===== src/rtl/uart_pkg.sv =====
// uart_pkg: constants shared with the UART transmitter and the receiver state encoding
package uart_pkg;
    localparam int OVERSAMPLE_DEF = 16;
    localparam int DATA_W = 8;
    localparam logic IDLE_LVL = 1'b1;
    typedef enum logic [2:0] {S_IDLE, S_START, S_DATA, S_STOP, S_BREAK} rx_state_t;
endpackage


===== src/rtl/uart_rx_sync.sv =====
// uart_rx_sync: multi-flop synchronizer for the RX pin plus falling-edge detector
module uart_rx_sync
    import uart_pkg::*;
#(
    parameter int SYNC_STAGES = 2
) (
    input  logic sysclk,
    input  logic reset,
    input  logic rx_i,
    output logic rx_s_o,
    output logic fall_o
);
    logic [SYNC_STAGES-1:0] sync_q;
    logic                   prev_q;
    // shift the pin through the synchronizer and remember the previous synced level
    always_ff @(posedge sysclk) begin
        if (reset) begin
            sync_q <= {SYNC_STAGES{IDLE_LVL}};
            prev_q <= IDLE_LVL;
        end else begin
            sync_q <= {sync_q[SYNC_STAGES-2:0], rx_i};
            prev_q <= sync_q[SYNC_STAGES-1];
        end
    end
    assign rx_s_o = sync_q[SYNC_STAGES-1];
    assign fall_o = !rx_s_o && prev_q;
endmodule


===== src/rtl/uart_receiver.sv =====
// uart_receiver: 8N1 serial receiver, oversampled by baud ticks, with framing-error flag
module uart_receiver
    import uart_pkg::*;
#(
    parameter int OVERSAMPLE  = OVERSAMPLE_DEF,
    parameter int SYNC_STAGES = 2
) (
    input  logic              sysclk,
    input  logic              reset,
    input  logic              BRclk,
    input  logic              UART_RX,
    output logic [DATA_W-1:0] RX_DATA,
    output logic              RX_STATUS,
    output logic              RX_ERR,
    output logic              RX_BUSY
);
    localparam int TW = $clog2(OVERSAMPLE);
    localparam int BW = $clog2(DATA_W);
    localparam logic [TW-1:0] T_MID  = TW'(OVERSAMPLE / 2 - 1);
    localparam logic [TW-1:0] T_END  = TW'(OVERSAMPLE - 1);
    localparam logic [BW-1:0] B_LAST = BW'(DATA_W - 1);
    rx_state_t         state_q;
    logic [TW-1:0]     tcnt_q;
    logic [BW-1:0]     bcnt_q;
    logic [DATA_W-1:0] shift_q;
    logic [DATA_W-1:0] data_q;
    logic              status_q;
    logic              err_q;
    logic              rx_s;
    logic              fall;
    uart_rx_sync #(.SYNC_STAGES(SYNC_STAGES)) u_sync (
        .sysclk(sysclk),
        .reset (reset),
        .rx_i  (UART_RX),
        .rx_s_o(rx_s),
        .fall_o(fall)
    );
    // frame FSM: start qualification at half-bit, data/stop sampled at each bit centre
    always_ff @(posedge sysclk) begin
        if (reset) begin
            state_q  <= S_IDLE;
            tcnt_q   <= '0;
            bcnt_q   <= '0;
            shift_q  <= '0;
            data_q   <= '0;
            status_q <= 1'b0;
            err_q    <= 1'b0;
        end else begin
            status_q <= 1'b0;
            err_q    <= 1'b0;
            case (state_q)
                S_IDLE: if (fall) begin
                    tcnt_q  <= '0;
                    state_q <= S_START;
                end
                S_START: if (BRclk) begin
                    tcnt_q <= tcnt_q + 1'b1;
                    if (tcnt_q == T_MID) begin
                        tcnt_q  <= '0;
                        bcnt_q  <= '0;
                        state_q <= rx_s ? S_IDLE : S_DATA;
                    end
                end
                S_DATA: if (BRclk) begin
                    tcnt_q <= tcnt_q + 1'b1;
                    if (tcnt_q == T_END) begin
                        shift_q[bcnt_q] <= rx_s;
                        bcnt_q          <= bcnt_q + 1'b1;
                        if (bcnt_q == B_LAST) state_q <= S_STOP;
                    end
                end
                S_STOP: if (BRclk) begin
                    tcnt_q <= tcnt_q + 1'b1;
                    if (tcnt_q == T_END) begin
                        if (rx_s) begin
                            data_q   <= shift_q;
                            status_q <= 1'b1;
                            state_q  <= S_IDLE;
                        end else begin
                            err_q   <= 1'b1;
                            state_q <= S_BREAK;
                        end
                    end
                end
                S_BREAK: if (rx_s) state_q <= S_IDLE;
                default: state_q <= S_IDLE;
            endcase
        end
    end
    assign RX_DATA   = data_q;
    assign RX_STATUS = status_q;
    assign RX_ERR    = err_q;
    assign RX_BUSY   = state_q != S_IDLE;
endmodule


===== config.mk =====
export PLATFORM = sky130hd
export DESIGN_NAME = uart_receiver
export DESIGN_NICKNAME = d
export VERILOG_FILES = /design/src/rtl/uart_pkg.sv /design/src/rtl/uart_rx_sync.sv /design/src/rtl/uart_receiver.sv
export SDC_FILE = /design/constraint.sdc
export NUM_CORES = 1
export LEC_CHECK = 0
export ABC_AREA = 0
export CORE_ASPECT_RATIO = 1.25
export CORE_MARGIN = 8
export CORE_UTILIZATION = 45
export CTS_CLUSTER_DIAMETER = 150
export DETAILED_ROUTE_END_ITERATION = 7
export HOLD_SLACK_MARGIN = 0.06
export PLACE_DENSITY_LB_ADDON = 0.12
export SYNTH_ARGS = -nofsm -noshare
export SYNTH_HDL_FRONTEND = slang
export SYNTH_SLANG_ARGS = --single-unit

===== constraint.sdc =====
create_clock -name sysclk -period 5 [get_ports sysclk]
set_input_delay 0.5 -clock sysclk [delete_from_list [all_inputs] [get_ports sysclk]]
set_output_delay 0.5 -clock sysclk [all_outputs]
set_load 0.01 [all_outputs]

==> results of run 1 <==
## path summary, 6_finish.rpt
kind / endpoint / slack (ps) / cells past startpoint
worst max register to register: RX_DATA[4]$_SDFFE_PP0P_ / 2740 / 5
worst min-delay path: u_sync.sync_q[1]$_SDFF_PP1_ / 430 / 1
worst min register to register: u_sync.sync_q[1]$_SDFF_PP1_ / 430 / 1
worst max-delay path: state_q[1]$_SDFFE_PP0P_ / 2400 / 4
## metal layers
metal / vias up / part of all wire, %
li1: 562 / -
met4: 0 / 2.3
met1: 539 / 45
met5: - / 0
met3: 5 / 3.2
met2: 15 / 49
## cells by family after synthesis
| kind of cell | Yosys count | synth area share [%] |
|---|---|---|
| muxes | 18 | 12.3 |
| and+or+nand+nor | 68 | 25.0 |
| buffers and inverters | 12 | 5.22 |
| adders and majority gates | 3 | 2.53 |
| AOI/OAI and AO/OA | 21 | 13.1 |
| DFF | 31 | 41.8 |
## layout make-up
cell class | instances | area, µm²
Fill cell | 301 | 1510
Multi-Input combinational cell | 110 | 787
Sequential cell | 31 | 621
Timing Repair Buffer | 14 | 140
Clock buffer | 7 | 76.3
Tap cell | 37 | 46.3
Inverter | 2 | 7.51
Clock inverter | 1 | 5.00
## cell usage in the layout (no fill, tap or decap), types with 3 or more instances in the layout
| cell | synthesis | layout |
|---|---|---|
| mux2i_1 | 16 | 16 |
| nor2_1 | 23 | 23 |
| nand3_1 | 11 | 11 |
| clkbuf_8 | 0 | 5 |
| or2_2 | 3 | 3 |
| ha_1 | 3 | 3 |
| dfxtp_1 | 31 | 31 |
| clkdlybuf4s50_1 | 0 | 14 |
| a21oi_1 | 8 | 8 |
| nand2_1 | 6 | 6 |
| nand2b_1 | 3 | 3 |
| nor2b_1 | 5 | 5 |
| nand4_1 | 6 | 6 |
## stage by stage
step	std cells	util (%)	setup WS, ps	cell area (µm²)
detailed placement	194	50.1	2130	1600
global placement	194	50.1	2160	1600
finish	202	52.7	2400	1680
CTS	202	52.7	2430	1680
global route	202	52.7	2280	1680
floorplan	153	-	3310	1490
## report_power, final
part           total (mW)  switching, mW  internal [mW]
Combinational      0.0318         0.0171         0.0147
Sequential          0.255        0.00542          0.249
Clock               0.184         0.0863         0.0973
Total               0.470          0.109          0.361
## registers in the layout, summed over array words and instances, names as in the netlist
name           flops
u_sync.sync_q      2
RX_STATUS          1
u_sync.prev_q      1
RX_DATA            8
bcnt_q             3
shift_q            8
tcnt_q             4
state_q            3
RX_ERR             1
==> impl_results.md, run 1 <==
* Clock buffer count from CTS at 5
* Area added between synthesis and finish at 13.3%
* Number of enable flip-flop cells after synthesis at 0
* Final Max Tran Viols at 0
* Critical path data arrival time at between 2000 and 3000 ps
* Effective utilization at floorplan at 46.5%
* Largest area contributor in the netlist: dfxtp_1
* Minimum clock period at between 2000 and 3000 ps
* Die area at ~5400 µm²
* Worst-case headroom to the max-slew limit at a little over a quarter
* Maximum cell stage delay along the critical path at slightly below 1000 ps
* Global routing usage on met1 at between 10 and 15%
* Standard-cell row count at 23
* Synth async-reset ratio at 0%
* Cell Chain, Critical Path: clkdlybuf4s50_1 > or2_2 > or3b_2 > o41ai_1
* Number of instances resized during post-cts repair at 0
* Cell with the most instances after synthesis: dfxtp_1
* Number of buffers added on ports at 14
* Detailed Place HPWL at between 1.5 and 2 mm
* Final worst clock skew at ~5.4 ps
* Crit path launch: reset
* Layout cells sized above 1 at 12.7%
* Wire length reported by the detailed router at ~2.9 mm
* Final sum of negative setup slack at 0 ps
* Final Hold Vio Count at 0
* Global-route wire length before repair at 4.91 mm
* Transition time at the pin with the least slew margin at about 1100 ps
* Setup repair after global routing missed its margin: false
* Power, Total at 0.470 mW
* Number of nets produced by synthesis at between 150 and 200
* Cell count after synthesis at 153
* Crit path buf inv count at 1
* Start point of the worst min-delay path: u_sync.sync_q[0]$_SDFF_PP1_
* Cells taking the most area after synthesis: dfxtp_1 42%, mux2i_1 11%, nor2_1 5.8%
* Share of the clock period used by the worst path at just over 50%
* Leading register cell type out of synthesis: dfxtp_1
* H-tree levels at 2
* IO Count at 15
* Diode insertion count for antenna repair at 0
* Floorplan core area at roughly 3200 µm²
* Start-to-end type of the worst setup path: input port to flop
* Total clock sinks at 31
* Number of failing setup endpoints in the final timing report at 0
* Pin count of the biggest net entering global routing at 32
* Number of setup buffers added after CTS at 0
* Remaining global-route overflow at 0
* Number of design rule violations left after detail routing at 0
* Most Used Layer, Global Route: met2
* Cell area after technology mapping at between 1000 and 1500 µm²
* Via count of the routed design at 1,121
* Top cell type's share of synthesized area at between 40% and 50%
* Post-detailed-route wirelength per cell at about 14 µm
* Final weighted congestion in routability-driven placement at about 0.75
* Top cell types by occurrence after synthesis: 31 x dfxtp_1, 23 x nor2_1, 16 x mux2i_1
* Sequential-to-total area share from yosys stat at between 40% and 50%
* Number of global-route vias before repair at approximately 1,100
* Initial DRC Count at 106
* Clock tree root driver cell: clkbuf_8
* Flip-flop and latch count after synthesis at 31
* Critical register-to-register path startpoint: tcnt_q[0]$_SDFFE_PP0P_
* Global-route usage over all layers at 11.9%
* Peak supply drop at between 0.15 and 0.2 mV
* Layout Nets at ~170
* Kind of end point of the critical path: flop
* Worst path slowest cell: clkdlybuf4s50_1
* Met3 capacity usage during global routing at 4.87%
* Worst Path Required at ~5200 ps
* Largest driver fanout on the critical path at 31
* Run status: completed
* Peak Freq at about 390 MHz
* Count of hold buffers inserted by post-cts repair at 0
* Maximum clock path buffer count at 2
* Number of antenna violations at the first check in global routing at 0
* Hold slack at between 400 and 500 ps
* Total power divided by cell area at approximately 280 nW/µm²
* Detail-routed via count per cell at roughly 5.5
* Vertical die dimension at between 80 and 90 µm
* Detailed-routing iteration count for the pre-antenna-repair pass at 4
* Crit-path leading delay family: simple AND/OR/NAND/NOR gates
* DIE WIDTH at roughly 67 µm
* Classification of the worst-slack hold path: flop to flop
* Worst-Skew Late Latency at about 280 ps
* Post-DRT Antenna Nets at 0
* Met2 layer usage reported by global route at 19.4%
* Startpoint class of the critical path: input port
* Post-synthesis cell type count at 38
* Avg Cell Area, Syn at just under 10 µm²
* Max-capacitance violation count at 0
* Clock tree from TritonCTS: done
* Clock transition at the registers of the reported paths at 60 ps
* Number of warnings printed during yosys synthesis at 0
* Leakage at a little under 0.7 nW
Note: power is estimated with default switching activity, not from simulation.
==> run 2: changes to the inputs <==
clock period = 2.7 ns   (was 5 ns; I/O delays follow)
==> run 2 against run 1 <==
- final area rose by 0.89%
- global-route usage rose by 0.18 points
- clock skew barely moved
- hold slack got worse by 10 ps
- total power rose by 84%
- worst setup slack got worse by 1700 ps
- cell count rose by 0.99%
- non-clock buffer count rose by 2
- largest cell class unchanged
- highest routed layer unchanged
==> impl_results.md, run 2 (synthesis results as in run 1) <==
* Count of hold buffers inserted by post-cts repair at 0
* Total clock sinks at 31
* Number of setup buffers added after CTS at 0
* Number of global-route vias before repair at around 1,100
* Clock transition at the registers of the reported paths at about 60 ps
* Classification of the worst-slack hold path: flop to flop
* Most common cell after layout, fill and taps aside: dfxtp_1
* Start-to-end type of the worst setup path: flop to output port
* Area added between synthesis and finish at 14.3%
* Post-DRT Antenna Nets at 0
* Diode insertion count for antenna repair at 0
* Peak Freq at 494 MHz
* Floorplan core area at around 3200 µm²
* Initial DRC Count at between 70 and 80
* Number of failing setup endpoints in the final timing report at 0
* H-tree levels at 2
* Setup repair after global routing missed its margin: false
* Global-route wire length before repair at 5.02 mm
* Layout Nets at about 170
* Portion of total power attributed to the clock network at 38.6%
* Detail-routed via count per cell at roughly 5.4
* Worst-Skew Late Latency at around 270 ps
* IO Count at 15
* Worst path slowest cell: dfxtp_1
* Detailed-routing iteration count for the pre-antenna-repair pass at 4
* Critical path data arrival time at between 1500 and 2000 ps
* Final Worst Setup Slack at between 600 and 700 ps
* Power, Total at approximately 0.87 mW
* Relative contribution of combinational cells to total power at slightly below 7%
* Final weighted congestion in routability-driven placement at around 0.82
* DIE WIDTH at slightly below 70 µm
* Remaining global-route overflow at 0
* Clock tree root driver cell: clkbuf_8
* Top library cells by usage in the layout, fill and taps aside: 31 x dfxtp_1, 23 x nor2_1, 16 x mux2i_1, 14 x clkdlybuf4s50_1, 11 x nand3_1
* Startpoint class of the critical path: flop
* Cell Chain, Critical Path: or3_1 > clkdlybuf4s50_1
* Largest driver fanout on the critical path at 15
* Standard-cell row count at 23
* Kind of end point of the critical path: output port
* Wire length reported by the detailed router at between 2 and 3 mm
* Share of the clock period used by the worst path at between 70% and 80%
* Post-detailed-route wirelength per cell at 14.1 µm
* Final sum of negative setup slack at 0 ps
* Detailed Place HPWL at roughly 2.1 mm
* Setup WS pre-CTS at between 700 and 800 ps
* Final worst clock skew at a little under 6 ps
* Worst-case headroom to the max-slew limit at a little under three fifths
* Effective utilization at floorplan at 46.5%
* Power share of the sequential group at a little over half
* Final Hold Vio Count at 0
* Peak supply drop at between 0.3 and 0.4 mV
* Clock tree from TritonCTS: done
* Total internal power at roughly 0.67 mW
* Maximum clock path buffer count at 2
* Minimum clock period at about 2000 ps
* Switch share at roughly 23%
* Clock buffer count from CTS at 5
* Number of antenna violations at the first check in global routing at 0
* Leakage at approximately 0.69 nW
* Global-route usage over all layers at about an eighth
* Maximum cell stage delay along the critical path at 750 ps
* Total power divided by cell area at around 510 nW/µm²
* Final Max Tran Viols at 0
* Pin count of the biggest net entering global routing at 31
* Switching power at 0.195 mW
* Vertical die dimension at 80.2 µm
* Via count of the routed design at roughly 1,100
* Number of buffers added on ports at 14
* Transition time at the pin with the least slew margin at between 600 and 700 ps
* Number of instances resized during post-cts repair at 0
* Max-capacitance violation count at 0
* Run status: completed
* Die area at 5410 µm²
* Final core utilization at between 50 and 60%
* Worst Path Required at 2430 ps
* Number of design rule violations left after detail routing at 0
* Layout cells sized above 1 at between 10% and 20%
==> run 2: final timing paths <==
| path | from | to | slack [ps] | depth (start not counted) |
|---|---|---|---|---|
| worst max register to register | state_q[0]$_SDFFE_PP0P_ | bcnt_q[1]$_SDFFE_PP0P_ | 740 | 4 |
| worst max-delay path | state_q[2]$_SDFFE_PP0P_ | RX_BUSY | 680 | 2 |
| worst min-delay path | u_sync.sync_q[0]$_SDFF_PP1_ | u_sync.sync_q[1]$_SDFF_PP1_ | 420 | 1 |
| worst min register to register | u_sync.sync_q[0]$_SDFF_PP1_ | u_sync.sync_q[1]$_SDFF_PP1_ | 420 | 1 |
==> run 2: final cells by class <==
cell class | count | area, µm²
inverters | 2 | 7.51
clock inverters | 1 | 5.00
repair buffers | 16 | 155
flip-flops and latches | 31 | 621
fillers | 299 | 1500
well taps | 37 | 46.3
multi-input cells | 110 | 787
clock buffers | 7 | 76.3
==> run 2: stage by stage <==
step / area [µm²] / hold WS (ps) / cells
finish: 1700 / 418 / 204
global route: 1700 / 455 / 204
detailed placement: 1620 / 414 / 196
floorplan: 1490 / 374 / 153
CTS: 1700 / 427 / 204
global placement: 1620 / 408 / 196
==> run 2: critical path, delay by kind of cell (launching register included) <==
| kind | cells | cell delay (ps) |
|---|---|---|
| flops | 1 | 750 |
| buf+inv | 1 | 530 |
| simple gates | 1 | 210 |
==> run 2: per-layer routing <==
layer  global-route usage (%)  share of wire, %
met1                     12.8                43
met2                     20.7                52
met3                     4.17               3.6
met4                     5.66               1.6
met5                        0                 0
==> run 2: power groups by stage <==
| stage | sequential [mW] | combinational (mW) | clock [mW] |
|---|---|---|---|
| 6_report | 0.471 | 0.0601 | 0.334 |
| 5_1_grt | 0.472 | 0.0659 | 0.370 |
| 4_1_cts | 0.471 | 0.0608 | 0.350 |
| 3_5_place_dp | 0.481 | 0.0603 | 0 |
| 3_3_place_gp | 0.481 | 0.0599 | 0 |
| 2_1_floorplan | 0.474 | 0.0510 | 0 |
